<file path="src/rtl/mem_port_arbiter.sv">
// -----------------------------------------------------------------------------
// mem_port_arbiter
//
// Shares one memory data port between two requesters. Each access passes
// through a three-state FSM: IDLE accepts one request, BUSY drives the memory
// command until mem_done or a timeout, and RESP returns a one-cycle response
// to the requester that owns the transaction.
//
// Configuration macro: MEM_ARB_ROUND_ROBIN_EN
//   defined   - on contention, grant the requester that did not win last time
//   undefined - on contention, requester 0 always wins (fixed priority)
//
// Parameter: TIMEOUT (1..255) - BUSY cycles without mem_done before abort.
//
// Ports:
//   clk, rst                        clock, synchronous active-high reset
//   reqN_valid/ready                request handshake, N = 0,1
//   reqN_we/ctrl/addr/wdata         request command ({is_unsign, size[1:0]})
//   respN_valid/rdata/error         one-cycle response to requester N
//   mem_enable/write_en/ctrl/addr/wdata   memory command (live in BUSY only)
//   mem_rdata/error/done            memory response
//   busy                            FSM not in IDLE
//   grant_id                        owner of the current or last transaction
// -----------------------------------------------------------------------------
module mem_port_arbiter #(
    parameter int unsigned TIMEOUT = 15
) (
    input  logic        clk,
    input  logic        rst,
    input  logic        req0_valid,
    output logic        req0_ready,
    input  logic        req0_we,
    input  logic [2:0]  req0_ctrl,
    input  logic [31:0] req0_addr,
    input  logic [31:0] req0_wdata,
    input  logic        req1_valid,
    output logic        req1_ready,
    input  logic        req1_we,
    input  logic [2:0]  req1_ctrl,
    input  logic [31:0] req1_addr,
    input  logic [31:0] req1_wdata,
    output logic        resp0_valid,
    output logic [31:0] resp0_rdata,
    output logic        resp0_error,
    output logic        resp1_valid,
    output logic [31:0] resp1_rdata,
    output logic        resp1_error,
    output logic        mem_enable,
    output logic        mem_write_en,
    output logic [2:0]  mem_ctrl,
    output logic [31:0] mem_addr,
    output logic [31:0] mem_wdata,
    input  logic [31:0] mem_rdata,
    input  logic        mem_error,
    input  logic        mem_done,
    output logic        busy,
    output logic        grant_id
);

    localparam logic [1:0] S_IDLE = 2'd0;
    localparam logic [1:0] S_BUSY = 2'd1;
    localparam logic [1:0] S_RESP = 2'd2;
    localparam logic [7:0] TIMEOUT_C = 8'(TIMEOUT);

    logic [1:0]  state_q, state_d;
    logic [7:0]  cnt_q, cnt_d;
    logic        we_q, we_d;
    logic [2:0]  ctrl_q, ctrl_d;
    logic [31:0] addr_q, addr_d;
    logic [31:0] wdata_q, wdata_d;
    logic [31:0] rdata_cap_q, rdata_cap_d;
    logic        err_cap_q, err_cap_d;
    logic        grant_q, grant_d;

    logic        gsel_s;
    logic        idle_s;
    logic        accept_s;
    logic [31:0] resp_data_s;

    logic        resp0_valid_q, resp1_valid_q;
    logic [31:0] resp0_rdata_q, resp1_rdata_q;
    logic        resp0_error_q, resp1_error_q;
    logic        mem_enable_q, mem_write_en_q;
    logic [2:0]  mem_ctrl_q;
    logic [31:0] mem_addr_q, mem_wdata_q;
    logic        busy_q;

`ifdef MEM_ARB_ROUND_ROBIN_EN
    logic        last_q;

    // Last-grant pointer: remembers the winner of the most recent accept.
    always_ff @(posedge clk) begin
        if (rst) begin
            last_q <= 1'b1;
        end else if (accept_s) begin
            last_q <= gsel_s;
        end else begin
            last_q <= last_q;
        end
    end
`endif

    // Arbitration: pick which requester may be accepted this cycle.
    always_comb begin
        gsel_s = 1'b0;
        if (req0_valid && req1_valid) begin
`ifdef MEM_ARB_ROUND_ROBIN_EN
            gsel_s = ~last_q;
`else
            gsel_s = 1'b0;
`endif
        end else if (req1_valid) begin
            gsel_s = 1'b1;
        end else begin
            gsel_s = 1'b0;
        end
    end

    // Ready is a same-cycle handshake, so it stays combinational; it is held
    // low during reset so every output reads 0 while rst is asserted.
    assign idle_s     = (state_q == S_IDLE) && !rst;
    assign req0_ready = idle_s && !gsel_s;
    assign req1_ready = idle_s && gsel_s;
    assign accept_s   = gsel_s ? (req1_valid && req1_ready) : (req0_valid && req0_ready);

    // Next-state, command latch, response capture and timeout counter.
    always_comb begin
        state_d     = state_q;
        cnt_d       = cnt_q;
        we_d        = we_q;
        ctrl_d      = ctrl_q;
        addr_d      = addr_q;
        wdata_d     = wdata_q;
        rdata_cap_d = rdata_cap_q;
        err_cap_d   = err_cap_q;
        grant_d     = grant_q;
        case (state_q)
            S_IDLE: begin
                if (accept_s) begin
                    state_d = S_BUSY;
                    cnt_d   = 8'd0;
                    grant_d = gsel_s;
                    we_d    = gsel_s ? req1_we    : req0_we;
                    ctrl_d  = gsel_s ? req1_ctrl  : req0_ctrl;
                    addr_d  = gsel_s ? req1_addr  : req0_addr;
                    wdata_d = gsel_s ? req1_wdata : req0_wdata;
                end else begin
                    state_d = S_IDLE;
                end
            end
            S_BUSY: begin
                if (mem_done) begin
                    state_d     = S_RESP;
                    rdata_cap_d = mem_rdata;
                    err_cap_d   = mem_error;
                end else if ((cnt_q + 8'd1) == TIMEOUT_C) begin
                    // This is the TIMEOUT-th BUSY cycle without completion.
                    state_d     = S_RESP;
                    cnt_d       = cnt_q + 8'd1;
                    rdata_cap_d = 32'd0;
                    err_cap_d   = 1'b1;
                end else begin
                    cnt_d = cnt_q + 8'd1;
                end
            end
            S_RESP: begin
                state_d = S_IDLE;
            end
            default: begin
                state_d = S_IDLE;
            end
        endcase
        // Reads return captured data; writes and failed accesses return 0.
        if (!we_d && !err_cap_d) begin
            resp_data_s = rdata_cap_d;
        end else begin
            resp_data_s = 32'd0;
        end
    end

    // State, datapath and registered outputs decoded from the next state.
    always_ff @(posedge clk) begin
        if (rst) begin
            state_q        <= S_IDLE;
            cnt_q          <= 8'd0;
            we_q           <= 1'b0;
            ctrl_q         <= 3'd0;
            addr_q         <= 32'd0;
            wdata_q        <= 32'd0;
            rdata_cap_q    <= 32'd0;
            err_cap_q      <= 1'b0;
            grant_q        <= 1'b0;
            mem_enable_q   <= 1'b0;
            mem_write_en_q <= 1'b0;
            mem_ctrl_q     <= 3'd0;
            mem_addr_q     <= 32'd0;
            mem_wdata_q    <= 32'd0;
            resp0_valid_q  <= 1'b0;
            resp1_valid_q  <= 1'b0;
            resp0_rdata_q  <= 32'd0;
            resp1_rdata_q  <= 32'd0;
            resp0_error_q  <= 1'b0;
            resp1_error_q  <= 1'b0;
            busy_q         <= 1'b0;
        end else begin
            state_q        <= state_d;
            cnt_q          <= cnt_d;
            we_q           <= we_d;
            ctrl_q         <= ctrl_d;
            addr_q         <= addr_d;
            wdata_q        <= wdata_d;
            rdata_cap_q    <= rdata_cap_d;
            err_cap_q      <= err_cap_d;
            grant_q        <= grant_d;
            mem_enable_q   <= (state_d == S_BUSY);
            mem_write_en_q <= (state_d == S_BUSY) && we_d;
            mem_ctrl_q     <= (state_d == S_BUSY) ? ctrl_d  : 3'd0;
            mem_addr_q     <= (state_d == S_BUSY) ? addr_d  : 32'd0;
            mem_wdata_q    <= (state_d == S_BUSY) ? wdata_d : 32'd0;
            resp0_valid_q  <= (state_d == S_RESP) && !grant_d;
            resp1_valid_q  <= (state_d == S_RESP) && grant_d;
            resp0_rdata_q  <= ((state_d == S_RESP) && !grant_d) ? resp_data_s : 32'd0;
            resp1_rdata_q  <= ((state_d == S_RESP) && grant_d)  ? resp_data_s : 32'd0;
            resp0_error_q  <= (state_d == S_RESP) && !grant_d && err_cap_d;
            resp1_error_q  <= (state_d == S_RESP) && grant_d && err_cap_d;
            busy_q         <= (state_d != S_IDLE);
        end
    end

    assign mem_enable   = mem_enable_q;
    assign mem_write_en = mem_write_en_q;
    assign mem_ctrl     = mem_ctrl_q;
    assign mem_addr     = mem_addr_q;
    assign mem_wdata    = mem_wdata_q;
    assign resp0_valid  = resp0_valid_q;
    assign resp0_rdata  = resp0_rdata_q;
    assign resp0_error  = resp0_error_q;
    assign resp1_valid  = resp1_valid_q;
    assign resp1_rdata  = resp1_rdata_q;
    assign resp1_error  = resp1_error_q;
    assign busy         = busy_q;
    assign grant_id     = grant_q;

endmodule

</file>
<file path="config.mk">
export PLATFORM = sky130hd
export DESIGN_NAME = mem_port_arbiter
export DESIGN_NICKNAME = d
export VERILOG_FILES = /design/src/rtl/mem_port_arbiter.sv
export SDC_FILE = /design/constraint.sdc
export NUM_CORES = 1
export LEC_CHECK = 0
export CAP_MARGIN = 25
export CORE_UTILIZATION = 35
export CTS_CLUSTER_SIZE = 20
export DETAILED_ROUTE_END_ITERATION = 12
export DONT_BUFFER_PORTS = 1
export SETUP_SLACK_MARGIN = 0.5
export SLEW_MARGIN = 20
export SYNTH_ARGS = -nofsm -noshare
export SYNTH_HDL_FRONTEND = slang
export SYNTH_SLANG_ARGS = --single-unit
</file>
<file path="constraint.sdc">
create_clock -name clk -period 2.1 [get_ports clk]
set_input_delay 0.21 -clock clk [delete_from_list [all_inputs] [get_ports clk]]
set_output_delay 0.21 -clock clk [all_outputs]
set_load 0.02 [all_outputs]
</file>
==> out/qor.txt <==
LAYOUT
-----------------------------------------------------------------------------------------
Number of standard cells in the final layout excluding fillers .............         1082
Proportion of layout cells with a drive suffix above 1 .....................        36.9%
Layout-stage area growth over the synthesis result .........................        49.0%
Fillers ....................................................................         1694
Most common library cell in the layout ignoring fill and taps .............. sky130_fd_sc_hd__dfxtp_1
Count of nets after finishing ..............................................          967
Commonest non-fill, non-tap cells in the layout ............................ 212 x sky130_fd_sc_hd__dfxtp_1, 68 x sky130_fd_sc_hd__mux2i_1, 60 x sky130_fd_sc_hd__and2_1
Diodes inserted ............................................................            0

SYNTHESIS
-----------------------------------------------------------------------------------------
Count of state elements after synthesis ....................................          217
Largest cells by area after synthesis ...................................... sky130_fd_sc_hd__dfxtp_1 58%, sky130_fd_sc_hd__mux2i_1 9.1%, sky130_fd_sc_hd__a211oi_1 6.7%, sky130_fd_sc_hd__a21boi_0 6.0%, sky130_fd_sc_hd__and2_1 5.4%
Post-Synth Adder-Cell Area .................................................       0.334%
Average cell area after synthesis ..........................................    10.8 um^2
Cell accounting for the most synthesized area .............................. sky130_fd_sc_hd__dfxtp_1
Area share of and/or/nand/nor cells after synthesis ........................        12.6%
Multiplexer area fraction after synthesis ..................................        9.24%
Synthesized-area fraction occupied by xor and xnor cells ...................       0.568%
Main combinational cell family by area after synthesis ..................... compound AO/OA/AOI/OAI gates
Count of different cell masters after synthesis ............................           44
Instance count of the mapped netlist .......................................          694
Complex-gate fraction of the synthesized area ..............................        15.4%
Share of Yosys cell area claimed by the top area cell type .................        58.0%
Post-synthesis sequential area ratio .......................................        58.0%
Prevailing post-synth register cell ........................................ sky130_fd_sc_hd__dfxtp_1
Total nets after synthesis .................................................          870
Number of synthesized flops with an enable pin .............................            0
Proportion of register bits with asynchronous set or reset after synthesis .           0%
Synthesis Warnings .........................................................            0
Post-synth design cell area ................................................ 0.00749 mm^2

ROUTE
-----------------------------------------------------------------------------------------
Residual DRC ...............................................................            0
First-pass detailed-route iteration total ..................................            4
Final wirelength ...........................................................     24300 um
Sum of met2 wire segment lengths after detailed routing ....................     12500 um
Met3 WL post-DR ............................................................      1520 um
Met1 wire length ...........................................................      9520 um
Number of antenna-violating nets in the routed design ......................            0
Starting DRT DRC Count .....................................................          202
Mean routed wirelength per cell ............................................      22.4 um
Via count ..................................................................         5617
Post-DR vias/cell ..........................................................         5.19
Top layer used by detailed routing .........................................         met4

CLOCK TREE
-----------------------------------------------------------------------------------------
Clock Pin Slew Worst Setup and Hold Paths ..................................      0.06 ns
Number of hold-repair buffers added at the cts stage .......................           34
CTS tree ...................................................................         done
Clock latency on the worst-skew pair .......................................      0.52 ns
Clk Tree Root Cell ......................................................... sky130_fd_sc_hd__clkbuf_16
Number of buffers added by the clock tree synthesis step ...................           23
Maximum count of clock buffers along a single path .........................            3
H-Tree Depth ...............................................................            1
Sink Count .................................................................          217

WORST SETUP PATH
-----------------------------------------------------------------------------------------
Beginning of the worst register-to-register path ........................... cnt_q[0]$_SDFFE_PP0P_
CP endpoint kind ...........................................................         flop
CP Data Required Time ......................................................      2.49 ns
Register-to-register setup slack ...........................................      0.09 ns
Worst-path fanout max ......................................................            5
Buf/Inv on CP ..............................................................            3
Cell family contributing the most delay on the critical path ............... simple AND/OR/NAND/NOR gates
Largest incremental delay on the critical path .............................      0.45 ns
Crit Path Class ............................................................      reg2reg
Critical path launch point type ............................................         flop
Setup crit start ........................................................... cnt_q[0]$_SDFFE_PP0P_
CP Data Arrival Time .......................................................      2.40 ns
Critical path cell sequence ................................................ ha_4 > xor2_1 > nand3b_1 > or4_4 > o21ai_4 > buf_8 > buf_12 > clkbuf_16 > a21boi_1
Slowest library cell on the worst path ..................................... sky130_fd_sc_hd__or4_4

TIMING
-----------------------------------------------------------------------------------------
Post-route worst hold slack ................................................    -0.217 ns
Setup TNS Final ............................................................         0 ns
RSZ-0062 raised after global routing .......................................         true
Final clock skew ...........................................................    0.0107 ns
Final hold violation count .................................................           94
Worst-margin pin slew ......................................................     0.569 ns
Fmax .......................................................................      497 MHz
Count of endpoints failing setup in the final report .......................            0
Final critical delay including setup and external delays ...................      2.01 ns
Worst rel slew slack .......................................................        61.9%
Period utilisation layout ..................................................        95.8%
Crit path setup slack, layout ..............................................    0.0886 ns
Final max-slew violation count .............................................            0

PLACED DESIGN
-----------------------------------------------------------------------------------------
Post-placement cell count ..................................................          929
Pre-CTS setup slack ........................................................    0.0192 ns
HPWL after DPL .............................................................     12100 um
Count of input and output buffers ..........................................            0
Weighted congestion at the end of routability-driven global placement ......        0.843

FLOORPLAN
-----------------------------------------------------------------------------------------
Placeable core area ........................................................  0.0210 mm^2
Initial standard-cell utilization of the core ..............................        35.6%
Area enclosed by the die boundary ..........................................  0.0220 mm^2
Die outline width ..........................................................       148 um
Die Span Y .................................................................       148 um
Number of top-level pins ...................................................          315
Cell row count .............................................................           53

POWER
-----------------------------------------------------------------------------------------
Lkg Pwr ....................................................................      4.18 nW
Logic pwr share ............................................................        14.5%
Power share of the clock group .............................................        40.3%
Sequential cell fraction of total power ....................................        45.2%
Switching fraction of total power ..........................................        25.6%
Pwr/cell area ..............................................................  894 mW/mm^2
Switching pwr ..............................................................    0.00256 W
Worst IR Drop VDD ..........................................................     0.511 mV
Total design power .........................................................    0.00998 W
Internal power of the cells ................................................    0.00742 W

STATUS
-----------------------------------------------------------------------------------------
Violations in the final reports ............................................ negative hold slack
Outcome .................................................................... finished, violations left

GRT
-----------------------------------------------------------------------------------------
First-pass GRT wire length .................................................     33900 um
Vias in the first global route .............................................         5761
Global-route congestion overflow total .....................................            0
Largest net degree at the start of global routing ..........................           90
All-Layer GR Usage .........................................................        20.3%
Number of antenna violations at the first check in global routing ..........            0

MIN PATH
-----------------------------------------------------------------------------------------
Worst hold path type .......................................................       in2reg
Worst min-delay path startpoint ............................................          rst

RUN
-----------------------------------------------------------------------------------------
Max-capacitance violation count ............................................            0

synthesized netlist by cell type, types with 4 or more instances:
master	number
sky130_fd_sc_hd__buf_2	24
sky130_fd_sc_hd__dfxtp_1	217
sky130_fd_sc_hd__a211oi_1	67
sky130_fd_sc_hd__o21ai_0	8
sky130_fd_sc_hd__clkbuf_1	27
sky130_fd_sc_hd__and2_1	65
sky130_fd_sc_hd__nand2_1	6
sky130_fd_sc_hd__mux2i_1	68
sky130_fd_sc_hd__nor2_1	87
sky130_fd_sc_hd__a21boi_1	8
sky130_fd_sc_hd__clkbuf_2	4
sky130_fd_sc_hd__nor3_1	4
sky130_fd_sc_hd__a21oi_1	6
sky130_fd_sc_hd__a21boi_0	60
metal layers:
metal / up-vias / global-route usage [%]
met5: - / 0
met4: 0 / 8.25
met3: 39 / 4.57
met2: 274 / 36.5
met1: 2718 / 23.0
li1: 2586 / -
through the flow:
step	utilization (%)	cell area (um^2)
3_3_place_gp	37.3	7850
3_5_place_dp	37.3	7850
4_1_cts	48.9	10300
2_1_floorplan	-	7610
5_1_grt	53.1	11200
6_report	53.1	11200
kinds of logic after synthesis:
family | after synthesis
multiplexers | 69
buffers and inverters | 63
adder cells (fa/ha/maj) | 2
AND/OR/NAND/NOR | 182
XOR/XNOR | 4
flip-flops | 217
AO/OA/AOI/OAI | 157
state kept, by name, summed over array words and instances, names as in the netlist, 2 cells and up:
| signal | count |
|---|---|
| wdata_q | 32 |
| state_q | 2 |
| resp0_rdata | 32 |
| addr_q | 32 |
| mem_addr | 32 |
| mem_ctrl | 3 |
| resp1_rdata | 32 |
| cnt_q | 8 |
| mem_wdata | 32 |
| ctrl_q | 3 |
worst paths after layout:
path                            cells past startpoint                  endpoint
worst max-delay path                                9  mem_wdata[31]$_SDFF_PP0_
worst max register to register                      9  mem_wdata[31]$_SDFF_PP0_
worst min register to register                      2    wdata_q[18]$_SDFF_PP0_
worst min-delay path                                1     state_q[0]$_SDFF_PP0_
power groups by stage:
stage | clock network [W] | registers [W] | logic (W)
after floorplan | 0 | 0.00456 | 0.000505
after CTS | 0.00411 | 0.00450 | 0.00117
after global placement | 0 | 0.00458 | 0.000621
after detailed placement | 0 | 0.00458 | 0.000644
final | 0.00402 | 0.00451 | 0.00145
after global routing | 0.00429 | 0.00453 | 0.00153
layout make-up:
cell class | count | area (um^2) | share of cell area (%)
sequential | 217 | 4360 | 39.0
tap | 275 | 344 | 3.08
clock inverter | 11 | 123 | 1.10
inverter | 3 | 11.3 | 0.101
timing repair buffer | 127 | 1900 | 17.0
multi-input combinational | 419 | 3810 | 34.1
clock buffer | 30 | 622 | 5.57
worst register-to-register path, cell delays in order (launching register included):
cell and delay [ns]:
sky130_fd_sc_hd__dfxtp_4 0.38, sky130_fd_sc_hd__ha_4 0.14, sky130_fd_sc_hd__xor2_1 0.15, sky130_fd_sc_hd__nand3b_1 0.09, sky130_fd_sc_hd__or4_4 0.45, sky130_fd_sc_hd__o21ai_4 0.19
sky130_fd_sc_hd__buf_8 0.16, sky130_fd_sc_hd__buf_12 0.12, sky130_fd_sc_hd__clkbuf_16 0.15, sky130_fd_sc_hd__a21boi_1 0.07
repair_timing:
action	CTS	global route
pin swaps	39	58
buffers inserted	33	17
setup endpoints to repair	207	214
cloned	20	8
gates resized for setup	130	129
endpoints found under the hold margin	216	152
Note: power is estimated with default switching activity, not from simulation.
==> patch 1: new RTL, same flow settings <==
The option `MEM_ARB_ROUND_ROBIN_EN` is turned on by a define.
--- a/src/rtl/mem_port_arbiter.sv
+++ b/src/rtl/mem_port_arbiter.sv
@@ -22,6 +22,8 @@
 //   busy                            FSM not in IDLE
 //   grant_id                        owner of the current or last transaction
 // -----------------------------------------------------------------------------
+`define MEM_ARB_ROUND_ROBIN_EN
+
 module mem_port_arbiter #(
     parameter int unsigned TIMEOUT = 15
 ) (
Behaviour: not the same (a bounded check fails within 4 cycles, from zero or initial values and one cycle with rst high).
==> patch 1 against the original RTL <==
The run ends with negative hold slack, negative setup slack left. Worst setup slack lost 0.098 ns. Global-route usage fell by 4.3 points. Sequential cell count up 2. Power down 2.4%. Area after synthesis increased by 0.62%. Cell area is 5.7% lower. Sequential share of layout area grew 2.8 points. Routed wire length decreased by 12%. Critical endpoint is now mem_addr[29].
==> patch 1: results (changes against the original RTL) <==
Final layout
  – Non-CTS inverters: 4 (+1)
  – Multi-Input Combinational: 428 (+2.1%)
  – Number of fill cells in the layout: 1,824 (+7.7%)
  – Layout cell share with drive strength beyond 1: 33.54% (-3.4 points)
  – Clk cell area share: 7.240% (+0.57 points)
  – FF+latch area: 4400 sq um (+1.0%)
  – Non-clk bufs: 115 (-9.4%)
  – Signal buf overhead: 14.92% (-2.1 points)

Placement
  – Placed inst area: 7878 sq um (+0.40%)
  – Pre-CTS setup slack: 0.002758 ns (-0.01644 ns)
  – Placed Cells: 949 (+2.2%)

Synth
  – Synth area leaders: dfxtp_1, mux2i_1, a211oi_1
  – Synth Area in Adders: 0.3320% (-0.0021 points)
  – Number of library cell types mapped by synthesis: 41 (-6.8%)
  – Synth Area in XOR/XNOR: 0.2324% (-0.34 points)
  – Multiplexer area fraction after synthesis: 9.595% (+0.36 points)
  – Post-synthesis compound-gate area fraction: 8.831% (-6.6 points)
  – Mapped Avg Cell Area: 10.68 sq um (-1.1%)

Global route
  – First-pass GRT wire length: 27.46 mm (-19%)
  – GRT Overall Usage: 15.94% (-4.3 points)
  – Vias in the first global route: 4,889 (-15%)

Hold path
  – Hold path endpoint: addr_q[7]

STA
  – Final setup margin: -0.009740 ns (-0.09835 ns)
  – Tightest Pin Transition: 0.3539 ns (-0.2149 ns)
  – Final Hold Vio Count: 121 (+29%)
  – Hold_ws: -0.2208 ns (-0.003330 ns)
  – Setup violators final: 4 (+4)
  – Setup tns final: -0.02086 ns (-0.02086 ns)

Critical path
  – R2R cell count: 8 (-1)
  – CP peak stage delay: 0.50 ns (+0.05 ns)
  – RR Endpoint: mem_addr[29]
  – FF-to-FF setup slack: -0.01 ns (-0.10 ns)

Run status
  – Run status: finished with violations
  – Failing checks: negative hold slack, negative setup slack

Clock network
  – # hold bufs at CTS: 37 (+8.8%)
  – # Post-CTS Setup Buffers: 15 (-55%)

Power
  – Max VDD drop: 505.9 uV (-1.0%)
-- patch 1: changes by cell type after synthesis, sizes merged, moves of 3 or more --
cell	change
or3	+3
nor2b	+68
a21boi	-67
and2	+3
xor2	-3
buf	+7
o21ai	-3
a21oi	+4
clkbuf	-12
nand3	+3
-- patch 1: per-layer routing --
metal	up-vias	GRT usage, %	share of wire, %
li1	2558	-	-
met1	2469	18.10	39
met2	235	28.86	51
met3	37	4.190	7.1
met4	0	5.153	3.3
met5	-	0	0
-- patch 1: cells by family (layout without fill, tap and decap cells) --
logic type                 Yosys count  count (layout)
xor gates and xnor gates             2               2
DFF                                219             219
AOI/OAI and AO/OA                   92              92
adders and majority gates            2               2
buffers and inverters               59             161
and+or+nand+nor                    260             260
muxes                               72              72
-- patch 1: where the power goes --
part,switching (mW),internal (mW),leakage [nW],total (mW)
clock network,1.65,2.41,0.381,4.06
registers,0.182,4.36,1.79,4.54
logic,0.541,0.604,1.92,1.14
total,2.37,7.37,4.09,9.74
==> patch 2: new RTL, same flow settings <==
Made on the original files. `mem_addr_q` no longer has a reset.
--- a/src/rtl/mem_port_arbiter.sv
+++ b/src/rtl/mem_port_arbiter.sv
@@ -193,7 +193,6 @@
             mem_enable_q   <= 1'b0;
             mem_write_en_q <= 1'b0;
             mem_ctrl_q     <= 3'd0;
-            mem_addr_q     <= 32'd0;
             mem_wdata_q    <= 32'd0;
             resp0_valid_q  <= 1'b0;
             resp1_valid_q  <= 1'b0;
@@ -215,7 +214,6 @@
             mem_enable_q   <= (state_d == S_BUSY);
             mem_write_en_q <= (state_d == S_BUSY) && we_d;
             mem_ctrl_q     <= (state_d == S_BUSY) ? ctrl_d  : 3'd0;
-            mem_addr_q     <= (state_d == S_BUSY) ? addr_d  : 32'd0;
             mem_wdata_q    <= (state_d == S_BUSY) ? wdata_d : 32'd0;
             resp0_valid_q  <= (state_d == S_RESP) && !grant_d;
             resp1_valid_q  <= (state_d == S_RESP) && grant_d;
@@ -225,6 +223,10 @@
             resp1_error_q  <= (state_d == S_RESP) && grant_d && err_cap_d;
             busy_q         <= (state_d != S_IDLE);
         end
+    end
+
+    always_ff @(posedge clk) begin
+        mem_addr_q <= (state_d == S_BUSY) ? addr_d  : 32'd0;
     end
 
     assign mem_enable   = mem_enable_q;
Behaviour: differs if rst is asserted again (counterexample within 4 cycles, from zero or initial values and one cycle with rst high); with rst held inactive, the same outputs for 4 cycles.
==> patch 2 against the original RTL <==
The flow still finishes with violations (negative hold slack). Worst setup slack got worse by 0.034 ns. Die area rose by 0.20%. Routed wire length fell by 9.3%. Cell area is 0.70% higher. Power decreased by 3.3%. Synthesized cell count is 4.3% higher. Utilization is 0.37 points higher. Area after synthesis rose by 0.20%. Global-route usage decreased by 1.7 points. Sequential cell count stayed put.
==> patch 2: results (changes against the original RTL) <==
Run status
  – Run status: finished with violations
  – Failing checks: negative hold slack

Drt
  – Initial detailed-routing violation count: 208 (+3.0%)
  – Routed vias: 5,596 (-0.37%)
  – Met1 wire length: 8.987 mm (-5.6%)
  – Wirelength, routed: 22.02 mm (-9.3%)
  – Met3 wire length: 1.157 mm (-24%)

STA
  – Final Hold Vio Count: 119 (+27%)
  – Hold_ws: -0.2207 ns (-0.003209 ns)
  – Slew margin rel.: 67.58% (+5.6 points)
  – Clock skew: 0.008443 ns (-0.002227 ns)

Placement
  – RD Place Congestion: 0.7083 (-16%)
  – Placed inst area: 7889 sq um (+0.54%)
  – Final HPWL DP: 11.34 mm (-6.0%)

Synth
  – Mapped Avg Cell Area: 10.37 sq um (-4.0%)
  – Number of library cell types mapped by synthesis: 40 (-9.1%)
  – Top cells by count, synth: dfxtp_1, nor2_1, mux2i_1, and2_1, a21oi_1
  – Synth Area in XOR/XNOR: 0.5834% (+0.016 points)

Final layout
  – Layout cell share with drive strength beyond 1: 35.93% (-0.99 points)

Global route
  – Vias in the first global route: 5,486 (-4.8%)
  – Met3 GRT Util: 4.356% (-0.21 points)
  – Pin count of the biggest net entering global routing: 86 (-4.4%)

Power
  – P_int: 7.253 mW (-2.3%)

Clock network
  – Num CTS Buffers: 22 (-4.3%)
  – Post-cts resize count: 128 (-1.5%)
  – # hold bufs at CTS: 58 (+71%)
## patch 2: cell count changes after synthesis, sizes merged, moves of 3 or more
| cell | unedited run | this run |
|---|---|---|
| a211oi | 67 | 35 |
| a21boi | 68 | 36 |
| a21o | 0 | 32 |
| a21oi | 6 | 44 |
| buf | 29 | 24 |
| nor2 | 88 | 116 |
| nor3 | 5 | 2 |
## patch 2: final timing paths
check                 start  cells past startpoint           end  slack, ns
setup / recovery   cnt_q[0]                     10  mem_wdata[2]       0.06
hold / removal          rst                      1   wdata_q[30]      -0.22
setup reg to reg   cnt_q[0]                     10  mem_wdata[2]       0.06
hold reg to reg   addr_q[8]                      1   mem_addr[8]       0.47
## patch 2: area by class of cell
class	instances	area [sq um]	area share [%]
multi-input combinational	450	3799	33.79
inverter	1	3.754	0.03339
sequential	217	4358	38.77
clock buffer	31	635.6	5.654
tap	275	344.1	3.061
timing repair buffer	143	2051	18.24
clock inverter	4	50.05	0.4452
